===== src/rtl/seq_match_ctrl_if.sv =====
// Handshake bundle for seq_match_ctrl: command, serial bit and result.
// master drives cmd/bit/abort/res_ready; slave (the controller) drives the rest.
interface seq_match_ctrl_if #(
  parameter int PAT_W = 4,
  parameter int CNT_W = 8,
  parameter int LEN_W = 16
);
  logic             cmd_valid;
  logic             cmd_ready;
  logic [PAT_W-1:0] cmd_pattern;
  logic [LEN_W-1:0] cmd_len;
  logic             bit_valid;
  logic             bit_i;
  logic             bit_ready;
  logic             abort;
  logic             res_valid;
  logic             res_ready;
  logic [CNT_W-1:0] res_cnt;
  logic             res_of;
  logic             busy;

  modport master (
    output cmd_valid, cmd_pattern, cmd_len,
    output bit_valid, bit_i, abort, res_ready,
    input  cmd_ready, bit_ready, res_valid,
    input  res_cnt, res_of, busy
  );

  modport slave (
    input  cmd_valid, cmd_pattern, cmd_len,
    input  bit_valid, bit_i, abort, res_ready,
    output cmd_ready, bit_ready, res_valid,
    output res_cnt, res_of, busy
  );
endinterface


===== src/rtl/seq_match_ctrl.sv =====
// Serial pattern matcher: counts pattern hits over a bit window.
// Ports: clk, rst (sync, active-high), bus (seq_match_ctrl_if.slave).
// Macro SEQ_MATCH_OVERLAP_EN: keep history after a hit (overlapping).
module seq_match_ctrl #(
  parameter int PAT_W = 4,
  parameter int CNT_W = 8,
  parameter int LEN_W = 16
) (
  input logic            clk,
  input logic            rst,
  seq_match_ctrl_if.slave bus
);

  localparam int FW = $clog2(PAT_W + 1);
  localparam logic [FW-1:0] FULL = FW'(PAT_W);
  localparam logic [CNT_W-1:0] CMAX = '1;

  typedef enum logic [1:0] {
    IDLE = 2'd0,
    RUN  = 2'd1,
    DONE = 2'd2
  } state_t;

  state_t           state_q, state_d;
  logic [PAT_W-1:0] pat_q, pat_d;
  logic [PAT_W-1:0] hist_q, hist_d;
  logic [FW-1:0]    fill_q, fill_d;
  logic [LEN_W-1:0] rem_q, rem_d;
  logic [CNT_W-1:0] cnt_q, cnt_d;
  logic             of_q, of_d;

  logic [PAT_W-1:0] hist_n;
  logic [FW-1:0]    fill_n;
  logic             match;

  always_comb begin
    hist_n = PAT_W'({hist_q, bus.bit_i});
    fill_n = (fill_q == FULL) ? FULL
                              : fill_q + FW'(1);
    match  = (fill_n == FULL) &&
             (hist_n == pat_q);

    state_d = state_q;
    pat_d   = pat_q;
    hist_d  = hist_q;
    fill_d  = fill_q;
    rem_d   = rem_q;
    cnt_d   = cnt_q;
    of_d    = of_q;

    unique case (state_q)
      IDLE: begin
        if (bus.cmd_valid) begin
          pat_d   = bus.cmd_pattern;
          rem_d   = bus.cmd_len;
          hist_d  = '0;
          fill_d  = '0;
          cnt_d   = '0;
          of_d    = 1'b0;
          state_d = RUN;
        end
      end
      RUN: begin
        if (bus.abort) begin
          state_d = IDLE;
        end else if (bus.bit_valid) begin
          hist_d = hist_n;
`ifdef SEQ_MATCH_OVERLAP_EN
          fill_d = fill_n;
`else
          fill_d = match ? '0 : fill_n;
`endif
          // rem 0 wraps, giving a 2^LEN_W window
          rem_d = rem_q - LEN_W'(1);
          if (match && !of_q) begin
            if (cnt_q == CMAX) of_d = 1'b1;
            else cnt_d = cnt_q + CNT_W'(1);
          end
          if (rem_q == LEN_W'(1)) state_d = DONE;
        end
      end
      DONE: begin
        if (bus.res_ready) state_d = IDLE;
      end
      default: state_d = IDLE;
    endcase
  end

  always_ff @(posedge clk) begin
    if (rst) begin
      state_q <= IDLE;
      pat_q   <= '0;
      hist_q  <= '0;
      fill_q  <= '0;
      rem_q   <= '0;
      cnt_q   <= '0;
      of_q    <= 1'b0;
    end else begin
      state_q <= state_d;
      pat_q   <= pat_d;
      hist_q  <= hist_d;
      fill_q  <= fill_d;
      rem_q   <= rem_d;
      cnt_q   <= cnt_d;
      of_q    <= of_d;
    end
  end

  assign bus.cmd_ready = (state_q == IDLE);
  assign bus.bit_ready = (state_q == RUN);
  assign bus.res_valid = (state_q == DONE);
  assign bus.busy      = (state_q != IDLE);
  assign bus.res_cnt   = cnt_q;
  assign bus.res_of    = of_q;

endmodule

===== src/flat_wrapper.sv =====
// flat-port wrapper written by rule: the top's interface ports become plain ports
module seq_match_ctrl_flat 
#(
  parameter int PAT_W = 4,
  parameter int CNT_W = 8,
  parameter int LEN_W = 16
)
  (clk, rst, bus_cmd_valid, bus_cmd_pattern, bus_cmd_len, bus_bit_valid, bus_bit_i, bus_abort, bus_res_ready, bus_cmd_ready, bus_bit_ready, bus_res_valid, bus_res_cnt, bus_res_of, bus_busy);
  seq_match_ctrl_if #(.PAT_W(PAT_W), .CNT_W(CNT_W), .LEN_W(LEN_W)) bus_i ();
  input logic clk;
  input logic rst;
  input wire logic [$bits(bus_i.cmd_valid)-1:0] bus_cmd_valid;
  input wire logic [$bits(bus_i.cmd_pattern)-1:0] bus_cmd_pattern;
  input wire logic [$bits(bus_i.cmd_len)-1:0] bus_cmd_len;
  input wire logic [$bits(bus_i.bit_valid)-1:0] bus_bit_valid;
  input wire logic [$bits(bus_i.bit_i)-1:0] bus_bit_i;
  input wire logic [$bits(bus_i.abort)-1:0] bus_abort;
  input wire logic [$bits(bus_i.res_ready)-1:0] bus_res_ready;
  output wire logic [$bits(bus_i.cmd_ready)-1:0] bus_cmd_ready;
  output wire logic [$bits(bus_i.bit_ready)-1:0] bus_bit_ready;
  output wire logic [$bits(bus_i.res_valid)-1:0] bus_res_valid;
  output wire logic [$bits(bus_i.res_cnt)-1:0] bus_res_cnt;
  output wire logic [$bits(bus_i.res_of)-1:0] bus_res_of;
  output wire logic [$bits(bus_i.busy)-1:0] bus_busy;
  assign bus_i.cmd_valid = bus_cmd_valid;
  assign bus_i.cmd_pattern = bus_cmd_pattern;
  assign bus_i.cmd_len = bus_cmd_len;
  assign bus_i.bit_valid = bus_bit_valid;
  assign bus_i.bit_i = bus_bit_i;
  assign bus_i.abort = bus_abort;
  assign bus_i.res_ready = bus_res_ready;
  assign bus_cmd_ready = bus_i.cmd_ready;
  assign bus_bit_ready = bus_i.bit_ready;
  assign bus_res_valid = bus_i.res_valid;
  assign bus_res_cnt = bus_i.res_cnt;
  assign bus_res_of = bus_i.res_of;
  assign bus_busy = bus_i.busy;
  seq_match_ctrl #(.PAT_W(PAT_W), .CNT_W(CNT_W), .LEN_W(LEN_W)) u_core (.clk(clk), .rst(rst), .bus(bus_i));
endmodule

===== config.mk =====
export PLATFORM = sky130hd
export DESIGN_NAME = seq_match_ctrl_flat
export DESIGN_NICKNAME = d
export VERILOG_FILES = /design/src/rtl/seq_match_ctrl_if.sv /design/src/rtl/seq_match_ctrl.sv /design/src/flat_wrapper.sv
export SDC_FILE = /design/constraint.sdc
export NUM_CORES = 1
export LEC_CHECK = 0
export CORE_MARGIN = 5
export CORE_UTILIZATION = 50
export DETAILED_ROUTE_END_ITERATION = 8
export DONT_BUFFER_PORTS = 1
export GPL_ROUTABILITY_DRIVEN = 1
export PLACE_DENSITY_LB_ADDON = 0.25
export SLEW_MARGIN = 20
export SYNTH_ARGS = -nofsm -noshare
export SYNTH_HDL_FRONTEND = slang
export SYNTH_SLANG_ARGS = --single-unit

===== constraint.sdc =====
create_clock -name clk -period 1.9 [get_ports clk]
set_clock_uncertainty 0.1 [all_clocks]
set_input_delay 0.38 -clock clk [delete_from_list [all_inputs] [get_ports clk]]
set_output_delay 0.38 -clock clk [all_outputs]
set_load 0.03 [all_outputs]

---- Word level (Yosys, flattened, before mapping) ----
Index checks and enable logic that the tools add are counted.
word-level totals
  flip-flop bits (word level) ............. 37
  input bits .............................. 27
  output and inout port bits .............. 13
  logic and storage cells ................. 69
cells by class
  $add $sub $neg .......................... 3
  equality and inequality tests ........... 16
  mux-type cells .......................... 32
  reduce and logical (&&, ||, !) cells .... 11
operator list
  operator                 number
  $mux W16                 3
  $mux W8                  5
  $pmux W16 S2             1
  $mux W3                  8
  $eq A16 B1 Y1 const B    1
  $pmux W8 S2              1
  $sub A16 B1 Y16 const B  1
  $pmux W3 S2              2
  $reduce_and A6 Y1        2
  $mux W2                  5
  $ne A2 B2 Y1 const B     5
  $add A8 B1 Y8 const B    1
  $eq A8 B8 Y1 const B     1
  $reduce_and A4 Y1        2
  $eq A3 B3 Y1 const B     2
  $pmux W2 S3              1
  $mux W1                  5
  $eq A4 B4 Y1             1
  $ne A2 B1 Y1 const B     2
  $reduce_bool A2 Y1       2
  $add A3 B1 Y3 const B    1
  $ne A3 B2 Y1 const B     1
  $ne A3 B3 Y1 const B     1
  $eq A2 B1 Y1 const B     1
  other kinds (6)          7

---- Logic depth before layout (Yosys ltp) ----
Gate-level depths: netlist of the first run.
  depth after elaboration ................. 9
  gate-level depth with buffers ........... 8
  gate-level depth less buffers ........... 7

---- Worst setup path before layout of the first run ----
Ideal clock, no wire load.
  path type ............................... flip-flop to flip-flop
  start point ............................. reg u_core.fill_q[0]
  end point ............................... reg u_core.of_q (netlist: u_core.bus.res_of)
  setup time .............................. 0.070 ns
  arrival time ............................ 1.825 ns
  required time ........................... 1.730 ns
  setup slack ............................. -0.095 ns
  cell stages (with the launch flop) ...... 8
  buffers on the path ..................... 1
  clock period less this slack ............ 1.995 ns
  path through ............................ dfxtp_1 -> inv_1 -> ha_1 -> o31ai_1 -> nand3b_1 -> clkbuf_1 -> or4_1 -> a21oi_1
on the way
  word-level cells in the longest chain between the ends .. 7
  elaborated cells between the ends (all ways) .. 8
  those cells by class .................... 1 x add/sub; 3 x eq/ne; 1 x mux; 3 x reduce/logical
RTL lines
  item                                                  line                                        source
  start, declared                                       seq_match_ctrl.sv:27                        logic [FW-1:0] fill_q, fill_d;
  start signal, assigned                                seq_match_ctrl.sv:102                       fill_q <= fill_d;
  $add A3 B1 Y3 / $eq A3 B3 Y1 (equally long branches)  seq_match_ctrl.sv:39, seq_match_ctrl.sv:38
  $mux W3 *                                             seq_match_ctrl.sv:38                        fill_n = (fill_q == FULL) ? FULL
  $eq A3 B3 Y1 *                                        seq_match_ctrl.sv:40                        match = (fill_n == FULL) &&
  $logic_and A1 B1 Y1 *                                 seq_match_ctrl.sv:40
  $logic_and A1 B1 Y1 *                                 seq_match_ctrl.sv:75                        if (match && !of_q) begin
  $ne A2 B1 Y1 (no source line) *                       n/a
  $reduce_and A6 Y1 (no source line) *                  n/a
  end signal, assigned                                  seq_match_ctrl.sv:97                        of_q <= 1'b0;
  end signal, assigned                                  seq_match_ctrl.sv:105                       of_q <= of_d;
  end, declared                                         seq_match_ctrl.sv:30                        logic of_q, of_d;
Every way passes the cells marked *; elsewhere a longest branch is shown, timed or not.
A chain may end at the register's enable or synchronous reset.

---- Worst setup path in the final report of the first run ----
  start point ............................. reg u_core.fill_q[0]
  end point ............................... reg u_core.cnt_q[5] (netlist: u_core.bus.res_cnt[5])
on the way
  word-level cells in the longest chain between the ends .. 7
  elaborated cells between the ends (all ways) .. 8
  those cells by class .................... 1 x add/sub; 3 x eq/ne; 1 x mux; 3 x reduce/logical
RTL lines
  item                                                  line                                        source
  $add A3 B1 Y3 / $eq A3 B3 Y1 (equally long branches)  seq_match_ctrl.sv:39, seq_match_ctrl.sv:38
  $mux W3 *                                             seq_match_ctrl.sv:38
  $eq A3 B3 Y1 *                                        seq_match_ctrl.sv:40
  $logic_and A1 B1 Y1 *                                 seq_match_ctrl.sv:40
  $logic_and A1 B1 Y1 *                                 seq_match_ctrl.sv:75
  $ne A2 B1 Y1 (no source line) *                       n/a
  $reduce_and A6 Y1 (no source line) *                  n/a
  end signal, assigned                                  seq_match_ctrl.sv:104                       cnt_q <= cnt_d;
  end, declared                                         seq_match_ctrl.sv:29                        logic [CNT_W-1:0] cnt_q, cnt_d;
Marks and branches as above.

==> impl_metrics.csv, run 1 <==
group,metric,value,unit
run_status,outcome,"finished, violations left",
run_status,failed_checks,"setup timing",
detailed_routing,ant_nets,0,
sta,drv_slew,0,
die,die_area,5460,um^2
logic_synthesis,ys_ff_latch,37,
detailed_routing,dr.first_iter.drc_count,130,
cells_and_area,fill_cells,338,
die,coreArea,3970,um^2
clock_tree,cts_inserted_buffers,5,
detailed_routing,avgViaCountPerCell,5.87,
cells_and_area,area_growth,29.7,%
worst_setup_path,worstSetupPathType,"flop to flop",
cells_and_area,finalInstanceArea,2650,um^2
clock_tree,cts.reportedPaths.clkPinSlew,0.07,ns
cells_and_area,regArea,749,um^2
sta,worst_pin_slew,0.357,ns
die,io_pins,40,
placement,place_congestion,0.866,
sta,finalSetupViolations,6,
worst_setup_path,cp_max_fo,5,
logic_synthesis,ys_seq_area_share,36.3,%
worst_setup_path,worst-path-buf-inv,1,
sta,fin_tns_setup,-0.181,ns
clock_tree,cts_sinks,37,
global_route,track_usage,20.0,%
global_route,gr-total-overflow,0,
detailed_routing,wl,5400,um
clock_tree,clkLatencyLatePin,0.28,ns
sta,fmax,513,MHz
cells_and_area,num_antenna_cells,0,
placement,dpl.hpwl,3950,um
placement,io_buffers,0,
logic_synthesis,async_flop_share,0,%
worst_setup_path,crit_chain,"ha_4 > xnor2_4 > o31ai_4 > nand3b_1 > buf_6 > or4_4 > a21oi_2",
detailed_routing,first_pass_iters,5,
power_and_ir_drop,p_per_area,698,nW/um^2
clock_tree,cts_root_buf,"clkbuf_8",
cells_and_area,finalNetCount,337,
power_and_ir_drop,power_leakage,0.993,nW
logic_synthesis,synth_cell_types,49,
worst_setup_path,worstPathRequired,2.02,ns
global_route,grt_pass1_wl,8500,um
power_and_ir_drop,p_total,0.00185,W
logic_synthesis,yosysWarnings,0,
hold_path,hp-class,"input pin to flop",
placement,place_area,2410,um^2
worst_setup_path,crit_arrival,2.07,ns
sta,setup_ws,-0.0477,ns
logic_synthesis,synthCells,263,
detailed_routing,post_drt_wl_per_cell,15.2,um
global_route,grt_pass1_vias,1875,
job,drv_cap,0,
worst_setup_path,cpPeakStageDelay,0.47,ns
worst_setup_path,cp-start-kind,"flop",
clock_tree,cts_hold_buf,0,
sta,fin_crit_sh,103,%
global_route,antenna_found_initial,0,
worst_setup_path,worst_setup_path_end_kind,"flop",
power_and_ir_drop,ir_worst_vdd,0.000692,V
logic_synthesis,ys.flop_type,"dfxtp_1",
sta,hold_viol_final,0,
worst_setup_path,critPathTopFamily,"simple AND/OR/NAND/NOR gates",
sta,rsz0062_at_grt,"yes",
clock_tree,clockBufferDepth,2,
global_route,grt_max_degree,28,
die,die_h,73.9,um
logic_synthesis,syn_nets,295,
logic_synthesis,syn-cell-area,2040,um^2
logic_synthesis,synth.avg_cell_area,7.76,um^2
worst_setup_path,slowest_stage,"or4_4",
clock_tree,cts_tree,"yes",
sta,min_period,1.95,ns
detailed_routing,vias,2083,
clock_tree,htreeDepth,2,
logic_synthesis,synth_edf_count,0,
cells_and_area,multi_input_area,1310,um^2
die,die_x,73.9,um
sta,slew-limit-headroom,76.0,%
detailed_routing,drcViolationCount,0,
die,num_rows,23,
cells_and_area,drive_above_1_share,28.5,%
die,initial_core_util,51.4,%
path summary, 6_finish.rpt:
kind | startpoint | endpoint | slack [ns] | cells past startpoint
min | rst | u_core.state_q[0] | 0.05 | 1
max | u_core.fill_q[0] | u_core.bus.res_cnt[5] | -0.05 | 7
max reg2reg | u_core.fill_q[0] | u_core.bus.res_cnt[5] | -0.05 | 7
min reg2reg | u_core.hist_q[2] | u_core.hist_q[2] | 0.36 | 2
metal layers:
metal / GRT usage, % / vias to the layer above / share of wire, %
met5: 0 / - / 0
met4: 6.04 / 0 / 1.0
met3: 5.75 / 6 / 6.8
met2: 32.3 / 61 / 47
met1: 25.8 / 977 / 45
li1: - / 1039 / -
registers in the layout, indices dropped and copies added, names as in the netlist:
signal,flops
u_core.fill_q,3
u_core.hist_q,3
u_core.pat_q,4
u_core.bus.res_cnt,8
u_core.state_q,2
u_core.rem_q,16
u_core.bus.res_of,1
stage by stage:
step | setup slack, ns | utilization (%) | hold WS (ns) | cells
CTS | -0.0345 | 64.9 | 0.0403 | 354
finish | -0.0477 | 66.7 | 0.0542 | 355
floorplan | -0.0228 | - | 0.339 | 263
global route | -0.157 | 66.7 | 0.0332 | 355
global placement | -0.0309 | 60.7 | 0.350 | 344
detailed placement | -0.0754 | 60.7 | 0.354 | 344
Yosys cell counts (2+ instances only):
| cell | instances | area (um^2) |
|---|---|---|
| dfxtp_1 | 37 | 741 |
| a21oi_1 | 33 | 165 |
| nand2_1 | 32 | 120 |
| nor2_1 | 30 | 113 |
| inv_1 | 11 | 41.3 |
| nand3_1 | 10 | 50.1 |
| clkbuf_1 | 9 | 33.8 |
| o21ai_0 | 9 | 45.0 |
| o31ai_1 | 7 | 52.6 |
| or4_1 | 6 | 45.0 |
| ha_1 | 5 | 62.6 |
| nand3b_1 | 5 | 37.5 |
| nor4_1 | 5 | 31.3 |
| nor3_1 | 4 | 20.0 |
| or3_1 | 4 | 25.0 |
| xor2_1 | 4 | 35.0 |
| a221oi_1 | 3 | 26.3 |
| a311oi_1 | 3 | 26.3 |
| a31oi_1 | 3 | 18.8 |
| buf_2 | 3 | 15.0 |
| nand4_1 | 3 | 18.8 |
| nor3b_1 | 3 | 22.5 |
| a2111oi_0 | 2 | 17.5 |
| a211oi_1 | 2 | 15.0 |
| a311o_1 | 2 | 20.0 |
| and3_1 | 2 | 12.5 |
| nand2b_1 | 2 | 12.5 |
| o21bai_1 | 2 | 15.0 |
| or3b_2 | 2 | 17.5 |
worst reg2reg max path: stages (launching register included):
cell      delay [ns]
dfxtp_2         0.34
ha_4            0.18
xnor2_4         0.13
o31ai_4         0.26
nand3b_1        0.14
buf_6           0.15
or4_4           0.47
a21oi_2         0.12
layout make-up:
cell class | instances | area share, %
Multi-Input combinational cell | 201 | 49.6
Inverter | 11 | 1.56
Sequential cell | 37 | 28.3
Timing Repair Buffer | 49 | 14.9
Tap cell | 50 | 2.36
Clock buffer | 7 | 3.26
power breakdown:
| group | switching, W | internal, W |
|---|---|---|
| combinational | 0.000233 | 0.000197 |
| clock | 0.000260 | 0.000288 |
| sequential | 0.0000489 | 0.000822 |
cells by family after synthesis:
kind of cell | after synthesis | synth area share, %
AO/OA/AOI/OAI | 72 | 22.1
XOR/XNOR | 5 | 2.15
adder cells (fa/ha/maj) | 5 | 3.07
buffers and inverters | 25 | 5.15
flip-flops | 37 | 36.3
multiplexers | 2 | 1.04
AND/OR/NAND/NOR | 117 | 30.2
timing repair:
item,in CTS,in global routing
setup buffers,2,1
gates cloned,1,0
pin swaps,9,5
endpoints found under the setup margin,9,12
gates resized for setup,12,17
hold endpoints to repair,0,0
cells in the final DEF, fill, tap and decap left out, drive strengths merged, types with 5 or more instances in the layout:
cell / count
o31ai: 7
nor2: 30
buf: 49
nand3b: 5
ha: 5
a21oi: 33
nor4: 6
clkbuf: 7
or4: 6
dfxtp: 37
o21ai: 9
nand2: 32
inv: 11
nand3: 10
Note: power is estimated with default switching activity, not from simulation.
==> run 2: changes to the inputs <==
- CELL_PAD_IN_SITES_DETAIL_PLACEMENT: not set -> 0
- CELL_PAD_IN_SITES_GLOBAL_PLACEMENT: not set -> 2
- CORE_UTILIZATION: 50 -> 32
==> run 2 against run 1 <==
  * The run still ends with setup timing left
  * Cell area up 2.8%
  * Utilization down 23 points
  * Combinational power up 13%
  * Wire length up 11%
  * Clock power up 2%
==> impl_metrics.csv, run 2 (synthesis gave the netlist of run 1 again) <==
group,metric,value,unit
detailed_routing,wl,6010,um
sta,finalSetupViolations,5,
global_route,grt_max_degree,28,
clock_tree,cts_sinks,37,
worst_setup_path,crit_arrival,2.08,ns
sta,setup_ws,-0.0458,ns
sta,hold_viol_final,0,
detailed_routing,dr.first_iter.drc_count,76,
placement,place_ws,-0.0829,ns
cells_and_area,largest_reg_flops,16,
cells_and_area,finalNetCount,342,
sta,fin_crit_sh,102,%
clock_tree,cts_tree,"yes",
global_route,grt_pass1_wl,10000,um
sta,drv_slew,0,
sta,rsz0062_at_grt,"yes",
global_route,grt_pass1_vias,2016,
detailed_routing,ant_nets,0,
sta,min_period,1.95,ns
run_status,failed_checks,"setup timing",
worst_setup_path,timing.rr.start,"u_core.fill_q[0]",
cells_and_area,area_growth,33.4,%
detailed_routing,drcViolationCount,0,
die,io_pins,40,
cells_and_area,drive_above_1_share,30.2,%
sta,slew-limit-headroom,79.7,%
cells_and_area,regArea,751,um^2
cells_and_area,finalInstanceArea,2720,um^2
power_and_ir_drop,p_per_area,699,nW/um^2
run_status,outcome,"finished, violations left",
clock_tree,cts.reportedPaths.clkPinSlew,0.08,ns
cells_and_area,num_antenna_cells,0,
die,coreArea,6280,um^2
global_route,track_usage,15.0,%
worst_setup_path,worst-r2r-setup-slack,-0.05,ns
job,drv_cap,0,
die,die_h,89.9,um
worst_setup_path,worstSetupPathType,"flop to flop",
power_and_ir_drop,power_leakage,1.03,nW
placement,dpl.hpwl,4380,um
cells_and_area,largest-register,"u_core.rem_q",
detailed_routing,first_pass_iters,5,
die,num_rows,29,
placement,io_buffers,0,
global_route,antenna_found_initial,0,
placement,place_area,2500,um^2
sta,fmax,514,MHz
worst_setup_path,worst_setup_path_end_kind,"flop",
cells_and_area,layout_commonest_cell,"buf_4",
clock_tree,htreeDepth,2,
worst_setup_path,worstSetupEndpoint,"u_core.bus.res_cnt[5]",
worst_setup_path,reg2reg_depth,7,
sta,worst_pin_slew,0.303,ns
power_and_ir_drop,ir_worst_vdd,0.000303,V
worst_setup_path,cp-start-kind,"flop",
global_route,gr-total-overflow,0,
die,die_area,8070,um^2
clock_tree,cts_inserted_buffers,5,
clock_tree,cts_hold_buf,0,
detailed_routing,post_drt_wl_per_cell,15.5,um
cells_and_area,multi_input_area,1290,um^2
power_and_ir_drop,p_total,0.00190,W
worst_setup_path,worstPathRequired,2.03,ns
cells_and_area,final_cell_mix,"46 x buf_4, 32 x nand2_1, 31 x dfxtp_1, 30 x nor2_1, 29 x a21oi_1",
die,die_x,89.9,um
placement,place_congestion,0.780,
cells_and_area,fill_cells,666,
hold_path,hp-class,"input pin to flop",
clock_tree,cts_root_buf,"clkbuf_8",
clock_tree,clkLatencyLatePin,0.29,ns
detailed_routing,avgViaCountPerCell,5.30,
worst_setup_path,cp_max_fo,12,
worst_setup_path,regToRegEndpoint,"u_core.bus.res_cnt[5]",
worst_setup_path,startpoint,"u_core.fill_q[0]",
die,initial_core_util,32.5,%
detailed_routing,vias,2056,
clock_tree,clockBufferDepth,2,
[run 2: changes by cell type in the layout (fill, tap and decap cells not counted), sizes merged]
| cell | change |
|---|---|
| clkinv | +2 |
| clkbuf | -1 |
| buf | +5 |
[run 2: worst min-delay path by stage]
stage	start	endpoint	slack (ns)	cells after the start
2_1_floorplan	u_core.rem_q[14]	u_core.rem_q[14]	0.34	1
3_3_place_gp	rst	u_core.fill_q[2]	0.35	1
3_5_place_dp	rst	u_core.fill_q[2]	0.36	1
4_1_cts	rst	u_core.fill_q[2]	0.04	1
5_1_grt	rst	u_core.rem_q[8]	0.03	1
6_report	rst	u_core.fill_q[2]	0.04	1
[run 2: final cells by class]
class                   count  share of cell area, %
multi-input cells         201                   47.4
flip-flops and latches     37                   27.6
repair buffers             54                   17.0
well taps                  77                   3.54
clock buffers               6                   2.67
inverters                  11                   1.52
clock inverters             2                  0.368
[run 2: worst max-delay path, cell delays in order (launching register included)]
cell      delay (ns)
dfxtp_2         0.34
ha_2            0.19
xnor2_1         0.15
o31ai_4         0.23
nand3b_1        0.11
buf_6           0.15
or4_1           0.46
a21oi_1         0.14
[run 2: repair_timing]
item | in CTS | in global routing
setup endpoints to repair | 9 | 16
buffers inserted | 0 | 3
resized for setup | 8 | 24
pin swaps | 2 | 9
[run 2: metrics by stage]
| step | TNS (ns) | cells | utilization [%] | hold WS [ns] |
|---|---|---|---|---|
| 2_1_floorplan | -0.0228 | 263 | - | 0.339 |
| 3_3_place_gp | -0.342 | 377 | 39.8 | 0.353 |
| 3_5_place_dp | -0.416 | 377 | 39.8 | 0.356 |
| 4_1_cts | -0.361 | 385 | 41.3 | 0.0361 |
| 5_1_grt | -0.774 | 388 | 43.4 | 0.0282 |
| 6_report | -0.136 | 388 | 43.4 | 0.0444 |
[run 2: metal layers]
metal / share of wire [%] / track usage, % / up-vias
met5: 0 / 0 / -
met4: 1.3 / 4.59 / 0
met3: 4.1 / 3.84 / 7
met2: 46 / 24.5 / 41
met1: 48 / 19.4 / 954
li1: - / - / 1054
[run 2: report_power, final]
| part | leakage (nW) | internal [W] | total (W) | switching (W) |
|---|---|---|---|---|
| sequential | 0.306 | 0.000820 | 0.000861 | 0.0000410 |
| combinational | 0.677 | 0.000231 | 0.000485 | 0.000254 |
| clock | 0.0450 | 0.000255 | 0.000558 | 0.000303 |
| total | 1.03 | 0.00131 | 0.00190 | 0.000598 |
